<file path="src/rtl/gray_adc_pkg.sv">
// Shared types and gray/binary helpers for the column ADC ramp converters.
package gray_adc_pkg;

   localparam int unsigned DEF_WIDTH = 8;
   localparam int unsigned MAX_WIDTH = 16;

   typedef enum logic [1:0] {
      IDLE = 2'd0,
      RUN  = 2'd1,
      DONE = 2'd2
   } state_e;

   // Helpers work on zero-extended MAX_WIDTH operands, so they serve any WIDTH up to MAX_WIDTH.
   function automatic logic [MAX_WIDTH-1:0] bin2gray(input logic [MAX_WIDTH-1:0] b);
      return b ^ (b >> 1);
   endfunction

   function automatic logic [MAX_WIDTH-1:0] gray2bin(input logic [MAX_WIDTH-1:0] g);
      logic [MAX_WIDTH-1:0] b;
      b[MAX_WIDTH-1] = g[MAX_WIDTH-1];
      for (int i = int'(MAX_WIDTH) - 2; i >= 0; i--) begin
         b[i] = b[i+1] ^ g[i];
      end
      return b;
   endfunction

endpackage

</file>
<file path="src/rtl/gray2bin_decode.sv">
// Combinational gray-to-binary decoder, shared with the column readout path.
module gray2bin_decode
   import gray_adc_pkg::*;
#(
   parameter int unsigned WIDTH = DEF_WIDTH
)
(
   input  logic [WIDTH-1:0] gray,
   output logic [WIDTH-1:0] bin_c
);

   always_comb bin_c = WIDTH'(gray2bin(MAX_WIDTH'(gray)));

endmodule

</file>
<file path="src/rtl/gray_ramp_converter.sv">
// Multi-channel gray ramp converter: shared ramp count, per-channel trip capture,
// start/abort/done sequencing and a registered binary readback port.
module gray_ramp_converter
   import gray_adc_pkg::*;
#(
   parameter int unsigned WIDTH     = DEF_WIDTH,
   parameter int unsigned NCH       = 4,
   parameter int unsigned MAX_COUNT = (1 << WIDTH) - 1,
   localparam int unsigned RSW      = (NCH > 1) ? $clog2(NCH) : 1
)
(
   input  logic             clk,
   input  logic             reset,
   input  logic             start,
   input  logic             abort,
   input  logic [NCH-1:0]   cmp,
   output logic [WIDTH-1:0] gray_out,
   output logic             busy,
   output logic             done,
   output logic [NCH-1:0]   cap_valid,
   output logic [NCH-1:0]   ovf,
   input  logic [RSW-1:0]   rd_sel,
   output logic [WIDTH-1:0] rd_bin
);

   if (WIDTH < 2 || WIDTH > MAX_WIDTH) begin : g_bad_width
      $error("gray_ramp_converter: WIDTH out of range 2..16");
   end
   if (NCH < 1 || NCH > 64) begin : g_bad_nch
      $error("gray_ramp_converter: NCH out of range 1..64");
   end
   if (MAX_COUNT < 1 || MAX_COUNT > (1 << WIDTH) - 1) begin : g_bad_max
      $error("gray_ramp_converter: MAX_COUNT out of range");
   end

   localparam logic [WIDTH-1:0] TERM      = WIDTH'(MAX_COUNT);
   localparam logic [WIDTH-1:0] GRAY_TERM = WIDTH'(bin2gray(MAX_WIDTH'(MAX_COUNT)));

   state_e                      state, state_nxt;
   logic [WIDTH-1:0]            cnt, cnt_nxt;
   logic [NCH-1:0]              cap_valid_nxt, ovf_nxt;
   logic [NCH-1:0][WIDTH-1:0]   code, code_nxt;
   logic [WIDTH-1:0]            sel_code;
   logic [WIDTH-1:0]            rd_bin_c;

   // Next-state, ramp count and capture decisions.
   always_comb begin
      state_nxt     = state;
      cnt_nxt       = cnt;
      cap_valid_nxt = cap_valid;
      ovf_nxt       = ovf;
      code_nxt      = code;
      unique case (state)
         IDLE, DONE: begin
            if (start) begin
               state_nxt     = RUN;
               cnt_nxt       = '0;
               cap_valid_nxt = '0;
               ovf_nxt       = '0;
            end
         end
         RUN: begin
            if (abort) begin
               state_nxt     = IDLE;
               cnt_nxt       = '0;
               cap_valid_nxt = '0;
               ovf_nxt       = '0;
            end else begin
               for (int i = 0; i < int'(NCH); i++) begin
                  if (cmp[i] && !cap_valid[i]) begin
                     code_nxt[i]      = gray_out;
                     cap_valid_nxt[i] = 1'b1;
                  end
               end
               if (cnt == TERM) begin
                  state_nxt = DONE;
                  // Channels that never tripped are pinned to the terminal code.
                  for (int i = 0; i < int'(NCH); i++) begin
                     if (!cap_valid[i] && !cmp[i]) begin
                        code_nxt[i]      = GRAY_TERM;
                        cap_valid_nxt[i] = 1'b1;
                        ovf_nxt[i]       = 1'b1;
                     end
                  end
               end else begin
                  cnt_nxt = cnt + WIDTH'(1);
               end
            end
         end
         default: state_nxt = IDLE;
      endcase
   end

   always_ff @(posedge clk or posedge reset) begin
      if (reset) begin
         state     <= IDLE;
         cnt       <= '0;
         gray_out  <= '0;
         busy      <= 1'b0;
         done      <= 1'b0;
         cap_valid <= '0;
         ovf       <= '0;
         code      <= '0;
      end else begin
         state     <= state_nxt;
         cnt       <= cnt_nxt;
         gray_out  <= WIDTH'(bin2gray(MAX_WIDTH'(cnt_nxt)));
         busy      <= (state_nxt == RUN);
         done      <= (state_nxt == DONE);
         cap_valid <= cap_valid_nxt;
         ovf       <= ovf_nxt;
         code      <= code_nxt;
      end
   end

   // Readback mux; selects beyond NCH fall through to zero.
   always_comb begin
      sel_code = '0;
      for (int i = 0; i < int'(NCH); i++) begin
         if (RSW'(i) == rd_sel) sel_code = code[i];
      end
   end

   gray2bin_decode #(.WIDTH(WIDTH)) u_decode (
      .gray  (sel_code),
      .bin_c (rd_bin_c)
   );

   always_ff @(posedge clk or posedge reset) begin
      if (reset) rd_bin <= '0;
      else       rd_bin <= rd_bin_c;
   end

endmodule
</file>
<file path="config.mk">
export PLATFORM = sky130hd
export DESIGN_NAME = gray_ramp_converter
export DESIGN_NICKNAME = d
export VERILOG_FILES = /design/src/rtl/gray_adc_pkg.sv /design/src/rtl/gray2bin_decode.sv /design/src/rtl/gray_ramp_converter.sv
export SDC_FILE = /design/constraint.sdc
export NUM_CORES = 1
export LEC_CHECK = 0
export BUFFER_PORTS_ARGS = -buffer_cell sky130_fd_sc_hd__buf_2
export CAP_MARGIN = 5
export CELL_PAD_IN_SITES_DETAIL_PLACEMENT = 0
export CELL_PAD_IN_SITES_GLOBAL_PLACEMENT = 2
export CORE_MARGIN = 4
export CORE_UTILIZATION = 39
export CTS_CLUSTER_DIAMETER = 100
export DETAILED_ROUTE_END_ITERATION = 16
export PLACE_DENSITY = 0.86
export SYNTH_ARGS = -nofsm -noshare
export SYNTH_HDL_FRONTEND = slang
export SYNTH_SLANG_ARGS = --single-unit
</file>
<file path="constraint.sdc">
create_clock -name clk -period 2.8 [get_ports clk]
set_clock_uncertainty 0.15 [all_clocks]
set_input_delay 0.28 -clock clk [delete_from_list [all_inputs] [get_ports clk]]
set_output_delay 0.28 -clock clk [all_outputs]
set_load 0.05 [all_outputs]
</file>
==> run_results.csv <==
group,metric,value,unit
status,status,"finished, final reports clean",
critical_path,reg2reg_depth,5,
sta,final.setup.tns,0,ns
route,drtIter0Drc,89,
logic_synthesis,synth.cell_area,0.00308,mm^2
critical_path,cp.arrival,2.32,ns
pwr,p_seq_frac,0.483,
grt,overflow,0,
sta,min_period,2.26,ns
cells_and_area,fin_area,0.00355,mm^2
sta,holdWs,0.0824,ns
placed_design,gp_congestion,0.836,
grt,grt_max_degree,32,
cells_and_area,n_antenna_cell,0,
route,vias_per_cell,5.30,
placed_design,preCtsSetupSlack,0.352,ns
logic_synthesis,synth_edf_count,0,
sta,tightest_slew,0.695,ns
route,ant_nets,0,
cts,cts.hold.buffers_added,1,
critical_path,cp-start-kind,"flip-flop",
logic_synthesis,ys_seq_area_frac,0.544,
critical_path,crit_required,2.86,ns
sta,hold_viol,0,
die,core,0.00769,mm^2
sta,setup_viol,0,
pwr,powerDensity,687,mW/mm^2
route,wl,6720,um
grt,grt_pass1_vias,2208,
flow_run,drv_cap,0,
cells_and_area,final_cells,404,
route,dr_wl_met3,402,um
logic_synthesis,ys_warn_count,0,
logic_synthesis,ys_async_sr_fraction,1.00,
worst_hold_path,holdCritPathClass,"in2reg",
placed_design,place_area,0.00337,mm^2
pwr,p_switching,0.835,mW
sta,slew_violations,0,
cts,htree_levels,3,
logic_synthesis,yosys-top-cells-area,"dfrtp_1 54%, mux2i_1 9.1%, mux4_1 6.0%, nor2_1 4.5%, xor2_1 2.8%",
logic_synthesis,synth_top_area_share,0.544,
placed_design,dp_hpwl,4740,um
route,met2_length,3220,um
cts,cts_resized,0,
logic_synthesis,synth_area_per_cell,12.0,um^2
route,route.vias.total,2140,
critical_path,crit_fanout,9,
cells_and_area,drive_above_1_share,0.215,
pwr,p_int,1.60,mW
sta,fin_ws,0.538,ns
pwr,power,2.44,mW
logic_synthesis,synth_cell_types,43,
cts,cts_buffers,9,
grt,grtUsageTotal,0.155,
cts,cts_tree,"done",
worst_hold_path,min_path_cells,3,
logic_synthesis,synth_seq_cells,67,
cts,cts.sink_count,67,
placed_design,place.port_buffers,35,
cts,postCtsSetupRepairBufs,0,
logic_synthesis,synthCells,256,
route,routedLengthMet1,2980,um
pwr,leakage,2.06,nW
logic_synthesis,yosysTopAreaCell,"dfrtp_1",
route,dr.max_layer_used,"met4",
logic_synthesis,synthFlopType,"dfrtp_1",
cts,cts.clk_slew.worst_paths,0.07,ns
pwr,max-vdd-ir-drop,0.342,mV
die,die_width,96.9,um
critical_path,crit_type,"reg2reg",
route,avgRoutedWirePerCell,16.6,um
cells_and_area,nets,308,
cts,clk-insertion-delay-late,0.34,ns
cells_and_area,utilization,0.461,
sta,slew_headroom,0.535,
grt,grt_antenna_before_repair,0,
die,start_util,0.401,
cts,cts_root_buffer,"clkbuf_8",
sta,rsz0062_at_grt,"no",
cts,cts.path.max_buffers,2,
route,drc,0,
die,dieHeight,96.9,um
cells_and_area,area_delta_synth_final,15.2,%
pwr,combPwrFrac,0.238,
sta,max_freq,442,MHz
sta,period_share,0.808,
die,fp-row-count,32,
placed_design,dp.cells,387,
pwr,swShare,0.343,
route,drtPass1Iterations,4,
pwr,pwr-share-clk,0.278,
die,dieArea,0.00938,mm^2
grt,grt_pass1_wl,11600,um
cells_and_area,nFillCells,745,
critical_path,worstSetupEndpointType,"flip-flop",
logic_synthesis,syn_nets,267,
die,ios,36,
[cells by family (layout without fill, tap and decap cells)]
| family | Yosys count | count (layout) | share of synthesized area |
|---|---|---|---|
| simple gates | 82 | 82 | 0.128 |
| flops | 67 | 67 | 0.544 |
| compound gates | 39 | 39 | 0.0853 |
| mux | 36 | 36 | 0.158 |
| buf+inv | 16 | 62 | 0.0232 |
| xor+xnor | 15 | 15 | 0.0569 |
| fa+ha+maj | 1 | 1 | 0.00406 |
[flip-flops by register name, indices dropped and copies added (netlist names)]
register   count
rd_bin         8
state          2
cnt            8
busy           1
gray_out       7
ovf            4
done           1
code          32
cap_valid      4
[path summary, 6_finish.rpt]
check	startpoint	endpoint	slack [ns]
setup / recovery	cnt[0]	code[12]	0.54
hold / removal	cmp[2]	cap_valid[2]	0.08
setup reg to reg	cnt[0]	code[12]	0.54
hold reg to reg	ovf[0]	ovf[0]	0.33
max in group asynchronous	reset	ovf[1]	1.36
min in group asynchronous	reset	code[25]	0.41
[power by group through the flow]
stage | registers (mW) | clock network (mW) | logic [mW]
2_1_floorplan | 1.38 | 0 | 0.264
3_3_place_gp | 1.19 | 0 | 0.583
3_5_place_dp | 1.20 | 0 | 0.588
4_1_cts | 1.18 | 0.700 | 0.590
5_1_grt | 1.20 | 0.744 | 0.631
6_report | 1.18 | 0.678 | 0.581
[cell usage in the layout, fill, tap and decap left out, types with 2 or more instances in the layout]
cell,count
dfrtp_1,67
nor2_1,37
buf_2,35
mux2i_1,28
nand2_1,17
xor2_1,10
clkbuf_8,9
o21ai_0,7
mux4_1,7
buf_4,7
o21ai_1,6
nand3_1,5
nor3_2,4
nand3b_1,4
a21oi_1,4
a211o_1,4
a21o_1,4
nand4_1,3
nand2b_1,3
a31oi_1,3
clkinv_2,3
nor3b_1,2
and2_1,2
a22oi_1,2
nor3_1,2
inv_1,2
xor2_2,2
clkinvlp_4,2
clkbuf_1,2
[area by class of cell]
cell class | instances | area [um^2] | share of cell area
clock buffer | 11 | 131 | 0.0371
multi-input combinational | 173 | 1330 | 0.375
inverter | 3 | 11.3 | 0.00318
sequential | 67 | 1680 | 0.473
tap | 102 | 128 | 0.0360
timing repair buffer | 43 | 238 | 0.0670
clock inverter | 5 | 30.0 | 0.00847
[cell usage after synthesis (2+ instances only)]
cell,number
a211o_1,4
a21o_1,4
a21oi_1,4
a22oi_1,2
a31oi_1,3
and2_1,2
clkbuf_1,11
dfrtp_1,67
inv_1,3
mux2i_1,28
mux4_1,7
nand2_1,17
nand2b_1,3
nand3_1,5
nand3b_1,4
nand4_1,3
nor2_1,37
nor3_1,2
nor3_2,4
nor3b_1,2
o21ai_0,7
o21ai_1,6
xor2_1,10
xor2_2,2
[worst max-delay path: stages (launching register included)]
cell and delay (ns):
dfrtp_1 0.44, ha_1 0.23, and2_1 0.21, nand4_1 0.39, nor3_2 0.59, nor2_1 0.11
[layer usage]
| layer | vias up | track usage |
|---|---|---|
| met2 | 65 | 0.229 |
| met1 | 1074 | 0.206 |
| met5 | - | 0 |
| li1 | 987 | - |
| met4 | 0 | 0.0659 |
| met3 | 14 | 0.0577 |
No activity file was read; power rests on OpenSTA's default activity.
